$ cat src/rtl/wb_arbiter_rr_if.sv
// Wishbone classic point-to-point bundle. The master modport drives the request
// side; the slave modport returns read data, ack and the abort error pulse.
interface wb_if #(
  parameter int ADDR_WIDTH = 8,
  parameter int DATA_WIDTH = 8
);
  logic                  cyc;
  logic                  stb;
  logic                  we;
  logic [ADDR_WIDTH-1:0] adr;
  logic [DATA_WIDTH-1:0] dat_w;
  logic [DATA_WIDTH-1:0] dat_r;
  logic                  ack;
  logic                  err;

  modport master (output cyc, stb, we, adr, dat_w, input dat_r, ack, err);
  modport slave  (input cyc, stb, we, adr, dat_w, output dat_r, ack, err);
endinterface

$ cat src/rtl/wb_arbiter_rr.sv
// Two-master Wishbone classic arbiter: round-robin grant, bus hold until cyc drops,
// and a stall timeout that aborts a hung transfer with a one-cycle error pulse.
module wb_arbiter_rr #(
  parameter int ADDR_WIDTH = 8,
  parameter int DATA_WIDTH = 8,
  parameter int TIMEOUT    = 16
) (
  input  logic       clk,
  input  logic       rst,
  wb_if.slave        m0,
  wb_if.slave        m1,
  wb_if.master       s,
  output logic [1:0] gnt
);
  localparam bit              TO_EN    = (TIMEOUT > 0);
  localparam int              CNT_W    = TO_EN ? $clog2(TIMEOUT + 1) : 1;
  localparam logic [CNT_W-1:0] CNT_LAST = CNT_W'(TO_EN ? TIMEOUT - 1 : 0);

  typedef enum logic [2:0] {
    IDLE = 3'd0,
    GNT0 = 3'd1,
    GNT1 = 3'd2,
    ABT0 = 3'd3,
    ABT1 = 3'd4
  } state_t;

  state_t           state_r;
  logic             last_r;
  logic [CNT_W-1:0] cnt_r;
  logic [1:0]       gnt_r;
  logic             sel_cyc_s;
  logic             sel_stb_s;
  logic             timeout_s;

  // Request and strobe of whichever master currently owns the bus.
  always_comb begin
    sel_cyc_s = 1'b0;
    sel_stb_s = 1'b0;
    case (state_r)
      GNT0: begin
        sel_cyc_s = m0.cyc;
        sel_stb_s = m0.stb;
      end
      GNT1: begin
        sel_cyc_s = m1.cyc;
        sel_stb_s = m1.stb;
      end
      default: begin
        sel_cyc_s = 1'b0;
        sel_stb_s = 1'b0;
      end
    endcase
  end

  // An ack in the last allowed cycle wins over the timeout.
  assign timeout_s = TO_EN && sel_cyc_s && sel_stb_s && !s.ack && (cnt_r == CNT_LAST);

  // Route the owning master onto the slave side; reset forces the bus idle at once.
  always_comb begin
    s.cyc   = 1'b0;
    s.stb   = 1'b0;
    s.we    = 1'b0;
    s.adr   = {ADDR_WIDTH{1'b0}};
    s.dat_w = {DATA_WIDTH{1'b0}};
    if (!rst) begin
      case (state_r)
        GNT0: begin
          s.cyc   = m0.cyc;
          s.stb   = m0.stb;
          s.we    = m0.we;
          s.adr   = m0.adr;
          s.dat_w = m0.dat_w;
        end
        GNT1: begin
          s.cyc   = m1.cyc;
          s.stb   = m1.stb;
          s.we    = m1.we;
          s.adr   = m1.adr;
          s.dat_w = m1.dat_w;
        end
        default: begin
          s.cyc = 1'b0;
          s.stb = 1'b0;
        end
      endcase
    end else begin
      s.cyc = 1'b0;
      s.stb = 1'b0;
    end
  end

  // Return path: ack and error only reach the owner, and never during reset.
  always_comb begin
    m0.dat_r = s.dat_r;
    m1.dat_r = s.dat_r;
    m0.ack   = 1'b0;
    m0.err   = 1'b0;
    m1.ack   = 1'b0;
    m1.err   = 1'b0;
    if (!rst) begin
      case (state_r)
        GNT0: begin
          m0.ack = s.ack;
          m0.err = timeout_s;
        end
        GNT1: begin
          m1.ack = s.ack;
          m1.err = timeout_s;
        end
        default: begin
          m0.ack = 1'b0;
          m1.ack = 1'b0;
        end
      endcase
    end else begin
      m0.ack = 1'b0;
      m1.ack = 1'b0;
    end
  end

  // Grant FSM with round-robin pointer, stall counter and registered grant vector.
  always_ff @(posedge clk) begin
    if (rst) begin
      state_r <= IDLE;
      last_r  <= 1'b1;
      cnt_r   <= {CNT_W{1'b0}};
      gnt_r   <= 2'b00;
    end else begin
      case (state_r)
        IDLE: begin
          cnt_r <= {CNT_W{1'b0}};
          if (m0.cyc && (!m1.cyc || last_r)) begin
            state_r <= GNT0;
            last_r  <= 1'b0;
            gnt_r   <= 2'b01;
          end else if (m1.cyc) begin
            state_r <= GNT1;
            last_r  <= 1'b1;
            gnt_r   <= 2'b10;
          end else begin
            state_r <= IDLE;
            gnt_r   <= 2'b00;
          end
        end
        GNT0, GNT1: begin
          if (!sel_cyc_s) begin
            state_r <= IDLE;
            gnt_r   <= 2'b00;
            cnt_r   <= {CNT_W{1'b0}};
          end else if (timeout_s) begin
            state_r <= (state_r == GNT0) ? ABT0 : ABT1;
            gnt_r   <= 2'b00;
            cnt_r   <= {CNT_W{1'b0}};
          end else if (sel_stb_s && !s.ack) begin
            cnt_r <= cnt_r + 1'b1;
          end else begin
            cnt_r <= {CNT_W{1'b0}};
          end
        end
        ABT0: begin
          cnt_r <= {CNT_W{1'b0}};
          gnt_r <= 2'b00;
          if (!m0.cyc) begin
            state_r <= IDLE;
          end else begin
            state_r <= ABT0;
          end
        end
        ABT1: begin
          cnt_r <= {CNT_W{1'b0}};
          gnt_r <= 2'b00;
          if (!m1.cyc) begin
            state_r <= IDLE;
          end else begin
            state_r <= ABT1;
          end
        end
        default: begin
          state_r <= IDLE;
          cnt_r   <= {CNT_W{1'b0}};
          gnt_r   <= 2'b00;
        end
      endcase
    end
  end

  assign gnt = gnt_r;
endmodule

$ cat src/flat_wrapper.sv
// flat-port wrapper written by rule: the top's interface ports become plain ports
module wb_arbiter_rr_flat 
#(
  parameter int ADDR_WIDTH = 8,
  parameter int DATA_WIDTH = 8,
  parameter int TIMEOUT    = 16
)
  (clk, rst, gnt, m0_cyc, m0_stb, m0_we, m0_adr, m0_dat_w, m0_dat_r, m0_ack, m0_err, m1_cyc, m1_stb, m1_we, m1_adr, m1_dat_w, m1_dat_r, m1_ack, m1_err, s_cyc, s_stb, s_we, s_adr, s_dat_w, s_dat_r, s_ack, s_err);
  wb_if #(.ADDR_WIDTH(ADDR_WIDTH), .DATA_WIDTH(DATA_WIDTH)) m0_i ();
  wb_if #(.ADDR_WIDTH(ADDR_WIDTH), .DATA_WIDTH(DATA_WIDTH)) m1_i ();
  wb_if #(.ADDR_WIDTH(ADDR_WIDTH), .DATA_WIDTH(DATA_WIDTH)) s_i ();
  input  logic clk;
  input  logic rst;
  output logic [1:0] gnt;
  input wire logic [$bits(m0_i.cyc)-1:0] m0_cyc;
  input wire logic [$bits(m0_i.stb)-1:0] m0_stb;
  input wire logic [$bits(m0_i.we)-1:0] m0_we;
  input wire logic [$bits(m0_i.adr)-1:0] m0_adr;
  input wire logic [$bits(m0_i.dat_w)-1:0] m0_dat_w;
  output wire logic [$bits(m0_i.dat_r)-1:0] m0_dat_r;
  output wire logic [$bits(m0_i.ack)-1:0] m0_ack;
  output wire logic [$bits(m0_i.err)-1:0] m0_err;
  input wire logic [$bits(m1_i.cyc)-1:0] m1_cyc;
  input wire logic [$bits(m1_i.stb)-1:0] m1_stb;
  input wire logic [$bits(m1_i.we)-1:0] m1_we;
  input wire logic [$bits(m1_i.adr)-1:0] m1_adr;
  input wire logic [$bits(m1_i.dat_w)-1:0] m1_dat_w;
  output wire logic [$bits(m1_i.dat_r)-1:0] m1_dat_r;
  output wire logic [$bits(m1_i.ack)-1:0] m1_ack;
  output wire logic [$bits(m1_i.err)-1:0] m1_err;
  output wire logic [$bits(s_i.cyc)-1:0] s_cyc;
  output wire logic [$bits(s_i.stb)-1:0] s_stb;
  output wire logic [$bits(s_i.we)-1:0] s_we;
  output wire logic [$bits(s_i.adr)-1:0] s_adr;
  output wire logic [$bits(s_i.dat_w)-1:0] s_dat_w;
  input wire logic [$bits(s_i.dat_r)-1:0] s_dat_r;
  input wire logic [$bits(s_i.ack)-1:0] s_ack;
  input wire logic [$bits(s_i.err)-1:0] s_err;
  assign m0_i.cyc = m0_cyc;
  assign m0_i.stb = m0_stb;
  assign m0_i.we = m0_we;
  assign m0_i.adr = m0_adr;
  assign m0_i.dat_w = m0_dat_w;
  assign m0_dat_r = m0_i.dat_r;
  assign m0_ack = m0_i.ack;
  assign m0_err = m0_i.err;
  assign m1_i.cyc = m1_cyc;
  assign m1_i.stb = m1_stb;
  assign m1_i.we = m1_we;
  assign m1_i.adr = m1_adr;
  assign m1_i.dat_w = m1_dat_w;
  assign m1_dat_r = m1_i.dat_r;
  assign m1_ack = m1_i.ack;
  assign m1_err = m1_i.err;
  assign s_cyc = s_i.cyc;
  assign s_stb = s_i.stb;
  assign s_we = s_i.we;
  assign s_adr = s_i.adr;
  assign s_dat_w = s_i.dat_w;
  assign s_i.dat_r = s_dat_r;
  assign s_i.ack = s_ack;
  assign s_i.err = s_err;
  wb_arbiter_rr #(.ADDR_WIDTH(ADDR_WIDTH), .DATA_WIDTH(DATA_WIDTH), .TIMEOUT(TIMEOUT)) u_core (.clk(clk), .rst(rst), .m0(m0_i), .m1(m1_i), .s(s_i), .gnt(gnt));
endmodule
$ cat config.mk
export PLATFORM = sky130hd
export DESIGN_NAME = wb_arbiter_rr_flat
export DESIGN_NICKNAME = d
export VERILOG_FILES = /design/src/rtl/wb_arbiter_rr_if.sv /design/src/rtl/wb_arbiter_rr.sv /design/src/flat_wrapper.sv
export SDC_FILE = /design/constraint.sdc
export NUM_CORES = 1
export LEC_CHECK = 0
export CAP_MARGIN = 10
export CORE_ASPECT_RATIO = 2
export CORE_MARGIN = 2
export CORE_UTILIZATION = 30
export CTS_CLUSTER_DIAMETER = 200
export DETAILED_ROUTE_END_ITERATION = 16
export PLACE_DENSITY_LB_ADDON = 0.1
export SKIP_LAST_GASP = 1
export SLEW_MARGIN = 20
export SYNTH_ARGS = -nofsm -noshare
export SYNTH_HDL_FRONTEND = slang
export SYNTH_SLANG_ARGS = --single-unit
$ cat constraint.sdc
create_clock -name clk -period 2.09 [get_ports clk]
set_input_delay 0.3135 -clock clk [delete_from_list [all_inputs] [get_ports clk]]
set_output_delay 0.3135 -clock clk [all_outputs]
set_load 0.03 [all_outputs]
Word level (Yosys, flattened, before mapping). Index checks and enable logic that the tools add are counted.

Register bits: 11. Input bits: 50. Output and inout bits: 41. Logic and storage cells: 60.

Add/sub/neg operators: 1. Equality and inequality tests: 6. Mux-type cells: 33. Bitwise logic cells: 3. Reduce and logical (&&, ||, !) cells: 13.

Operator list (count): $pmux W8 S2 (2); $mux W8 (2); $mux W3 (5); $mux W1 (13); $mux W2 (6); $pmux W3 S4 (1); $eq A3 B2 Y1 const B (2); $pmux W1 S2 (3); $add A5 B1 Y5 const B (1); $eq A5 B4 Y1 const B (1); $logic_and A1 B1 Y1 (5); $reduce_or A5 Y1 (1); $pmux W2 S2 (1); $eq A3 B1 Y1 const B (1); $eq A3 B3 Y1 const B (1); $logic_not A3 Y1 (1); $ne A3 B3 Y1 const B (1); $not A1 Y1 (3); $logic_not A1 Y1 (2); $reduce_and A2 Y1 (1); $reduce_bool A2 Y1 (1); $reduce_or A2 Y1 (1); $logic_or A1 B1 Y1 (1).

Logic depth before layout (Yosys ltp).
Depth after elaboration: 8. Mapped depth: 7. Mapped depth without buffers: 7.

Worst setup path after synthesis. Ideal clock, no wire load.

Path kind: reg-to-output. Start: register u_core.cnt_r[0]. End: output m0_err. Arrival time: 1.488 ns. Data required time: 1.776 ns. Slack: 0.288 ns. Cell stages (with the launch flop): 7. Path buffers: 0. Cell sequence: dfxtp_1 ha_1 and3_1 ha_1 nor2b_1 nand3_1 nor2_1.

Cells in the longest elaborated chain, start to end: 4.

Ends and longest elaborated chain: from (decl) (line wb_arbiter_rr.sv:29) `logic [CNT_W-1:0] cnt_r;`; from (signal assigned) (line wb_arbiter_rr.sv:126) `cnt_r <= {CNT_W{1'b0}};`; from (signal assigned) (line wb_arbiter_rr.sv:131) `cnt_r <= {CNT_W{1'b0}};`; from (signal assigned) (line wb_arbiter_rr.sv:149) `cnt_r <= {CNT_W{1'b0}};`; $eq A5 B4 Y1 (line wb_arbiter_rr.sv:56) `assign timeout_s = TO_EN && sel_cyc_s && sel_stb_s && !s.ack && (cnt_r == CNT_LAST);`; $logic_and A1 B1 Y1 (line wb_arbiter_rr.sv:56); $mux W1 (line wb_arbiter_rr.sv:101) `case (state_r)`; $mux W1 (line wb_arbiter_rr.sv:100) `if (!rst) begin`; to (decl) (line flat_wrapper.sv:22) `output wire logic [$bits(m0_i.err)-1:0] m0_err;`.

No other way between the ends.

Worst setup path after layout. Same ends and word-level chain as after synthesis.

==> impl_metrics.env <==
export IMPL_number_of_global_route_vias_before_repair=928
export IMPL_run_status="complete, no violations"
export IMPL_yosys_area_share_adder_pct=2.70
export IMPL_via_count=985
export IMPL_switching_share_pct=29.1
export IMPL_initial_standard_cell_utilization_of_the_core_pct=31.5
export IMPL_share_comb_of_total_power_pct=36.7
export IMPL_power_density_cell_area_nw_per_um2=472
export IMPL_power_switching_mw=0.205
export IMPL_cts_buf_count=3
export IMPL_placement_io_buffers=65
export IMPL_grt_max_degree=19
export IMPL_number_of_remaining_drc_errors=0
export IMPL_synthesis_area_um2=927
export IMPL_critical_path_max_fanout=3
export IMPL_vdd_drop_max_v=0.000497
export IMPL_final_number_of_hold_violating_endpoints=0
export IMPL_async_flop_share_pct=0
export IMPL_yosysMostFrequentCell="sky130_fd_sc_hd__buf_4"
export IMPL_fin_crit_sh_pct=94.8
export IMPL_timing_setup_tns_ps=0
export IMPL_globalplace_congestion=0.755
export IMPL_synth_lib_cells_used_distinct=33
export IMPL_grt_most_used_layer="met2"
export IMPL_ctsResizeCount=0
export IMPL_nets_in_the_synthesized_netlist=159
export IMPL_timing_final_max_slew_violations=0
export IMPL_synth_flop_cell="sky130_fd_sc_hd__dfxtp_1"
export IMPL_wire_per_inst_um=13.5
export IMPL_use_met1_pct=15.2
export IMPL_cp_arrival_ps=1670
export IMPL_number_of_core_rows=28
export IMPL_syn_to_final_growth_pct=61.0
export IMPL_finish_net_count=213
export IMPL_grt_pass1_wl_um=4060
export IMPL_internal_power_of_the_cells_mw=0.500
export IMPL_grt_met2_usage_pct=25.2
export IMPL_synth_xor_area_share_pct=1.89
export IMPL_power_clock_fraction_pct=30.3
export IMPL_drt_iter0_markers=14
export IMPL_power_frac_seq_pct=33.0
export IMPL_post_place_cells=186
export IMPL_met3_usage_pct=4.13
export IMPL_slew_limit_headroom_pct=79.6
export IMPL_clk_root_buffer_cell="sky130_fd_sc_hd__clkbuf_8"
export IMPL_finalWorstPathRequiredPeriod_ps=1980
export IMPL_route_final_wire_length_um=2560
export IMPL_worst_slew_pin_transition_ps=305
export IMPL_synth_top_area_share_pct=23.8
export IMPL_combinational_family_with_the_most_area_after_synthesis="compound AO/OA/AOI/OAI gates"
export IMPL_placeableCoreArea_um2=2940
export IMPL_initial_antenna_violation_count=0
export IMPL_antenna_cells=0
export IMPL_post_cts_hold_buffer_count=0
export IMPL_cp_end_kind="output port"
export IMPL_design_portCount=91
export IMPL_synth_compound_gate_area_share_pct=26.5
export IMPL_portion_of_the_post_synthesis_area_used_by_sequential_elements_pct=23.8
export IMPL_synthTopCellsByArea="sky130_fd_sc_hd__dfxtp_1, sky130_fd_sc_hd__buf_4, sky130_fd_sc_hd__a22o_1"
export IMPL_maxCapViolations=0
export IMPL_tritoncts="yes"
export IMPL_synth_simple_gate_area_share_pct=23.9
export IMPL_cts_repair_timing_setup_buffer_count=0
export IMPL_detail_route_first_pass_iterations=4
export IMPL_clockBufferDepth=2
export IMPL_fp_dieArea_um2=3580
export IMPL_die_y_um=82.6
export IMPL_synth_ff_latch_count=11
export IMPL_skew_ps=2.85
export IMPL_synth_avg_cell_area_um2=8.66
export IMPL_start_kind="flop"
export IMPL_worst_setup_path_type="flop to output port"
export IMPL_clkTransAtPathRegs_ps=50
export IMPL_maxClockFrequency_mhz=505
export IMPL_clock_sink_count=11
export IMPL_worstPathRequired_ps=1780
export IMPL_grt_ovfl_total=0
export IMPL_route_detailed_vias_per_inst=5.18
export IMPL_leakagePower_nw=0.640
export IMPL_number_of_enable_type_register_cells_in_the_synthesized_netlist=0
export IMPL_mapped_cells=107
export IMPL_worstSkewPairLatency_ps=240
export IMPL_residual_antenna_violating_net_count_after_detailed_routing=0
export IMPL_layout_drive_gt1_share_pct=25.0
export IMPL_grt_usage_pct=14.7
export IMPL_worst_hold_path_type="flop to flop"
export IMPL_clock_tree_htree_level_count=1
export IMPL_rsz0062_at_grt="false"
export IMPL_multiplexer_share_of_the_synthesized_area_pct=1.08
export IMPL_yosys_area_top_type="sky130_fd_sc_hd__dfxtp_1"
export IMPL_synth_yosys_warnings=0
export IMPL_floorplan_die_width_um=43.3
export IMPL_setup_viol_count_final=0
export IMPL_fin_cells=190
export IMPL_synthTopCellsByCount="sky130_fd_sc_hd__buf_4, sky130_fd_sc_hd__a22o_1, sky130_fd_sc_hd__dfxtp_1, sky130_fd_sc_hd__nor2_1"
## per-stage QoR
stage	setup WS, ps	cell area, um2	hold slack [ps]	utilization [%]	power, mW
floorplan	288	927	393	-	0.422
global route	3.40	1490	463	50.7	0.737
CTS	56.1	1490	455	50.6	0.714
detailed placement	148	1440	442	49.0	0.495
global placement	164	1440	442	49.0	0.493
finish	108	1490	458	50.7	0.704
## per-layer routing
layer  vias to the layer above  wire length (um)
met5                         -                 0
met4                         0                60
met2                        66              1230
met3                         4               326
met1                       439               952
li1                        476                 -
## registers in the layout (all words and copies together), names as in the netlist
signal,flops
u_core.state_r,3
u_core.cnt_r,5
u_core.gnt,2
u_core.last_r,1
## critical path: stages (launching register included)
cell and delay [ps]:
sky130_fd_sc_hd__dfxtp_1 350, sky130_fd_sc_hd__ha_1 190, sky130_fd_sc_hd__and3_1 160, sky130_fd_sc_hd__ha_1 180, sky130_fd_sc_hd__nor2b_2 170, sky130_fd_sc_hd__nand3_1 110
sky130_fd_sc_hd__nor2_1 110, sky130_fd_sc_hd__buf_4 170
## cell families (layout without fill, tap and decap cells)
kind of cell,after synthesis,after routing
AND/OR/NAND/NOR,38,38
XOR/XNOR,2,2
adder cells (fa/ha/maj),2,2
flip-flops,11,11
buffers and inverters,26,79
AO/OA/AOI/OAI,27,27
multiplexers,1,1
## placed cells by master (no fill, tap or decap), drive strengths merged
cell type and instances:
ha 2, nor2b 6, nand2 3, and2 3
mux2i 1, clkdlybuf4s50 42, nor4b 1, nand3 2
o21a 1, a221o 1, nor2 12, nand4b 1
nand2b 3, inv 4, clkbuf 4, and3 3
a32o 1, nand3b 2, a21oi 1, nor3 1
xnor2 1, xor2 1, a22o 18, a41oi 1
o21ai 1, a21bo 1, o211a 1, buf 29
dfxtp 11, nand4 1, o32ai 1
## path summary, 6_finish.rpt
| path | start | to | slack (ps) | depth (start not counted) |
|---|---|---|---|---|
| setup / recovery | u_core.cnt_r[0] | m0_err | 110 | 7 |
| hold / removal | u_core.cnt_r[0] | u_core.cnt_r[0] | 460 | 1 |
| setup reg to reg | u_core.cnt_r[0] | u_core.state_r[1] | 500 | 6 |
| hold reg to reg | u_core.cnt_r[0] | u_core.cnt_r[0] | 460 | 1 |
## power by group through the flow
stage	registers (mW)	clock network, mW	logic (mW)
2_1_floorplan	0.232	0	0.189
3_3_place_gp	0.235	0	0.257
3_5_place_dp	0.236	0	0.259
4_1_cts	0.231	0.223	0.260
5_1_grt	0.234	0.228	0.276
6_report	0.233	0.213	0.259
## layout make-up
type,count,area (um2)
inverter,4,15.0
fill,291,1450
timing repair buffer,71,651
tap,30,37.5
sequential,11,223
multi-input combinational,70,522
clock buffer,4,45.0
Note: power is estimated with default switching activity, not from simulation.
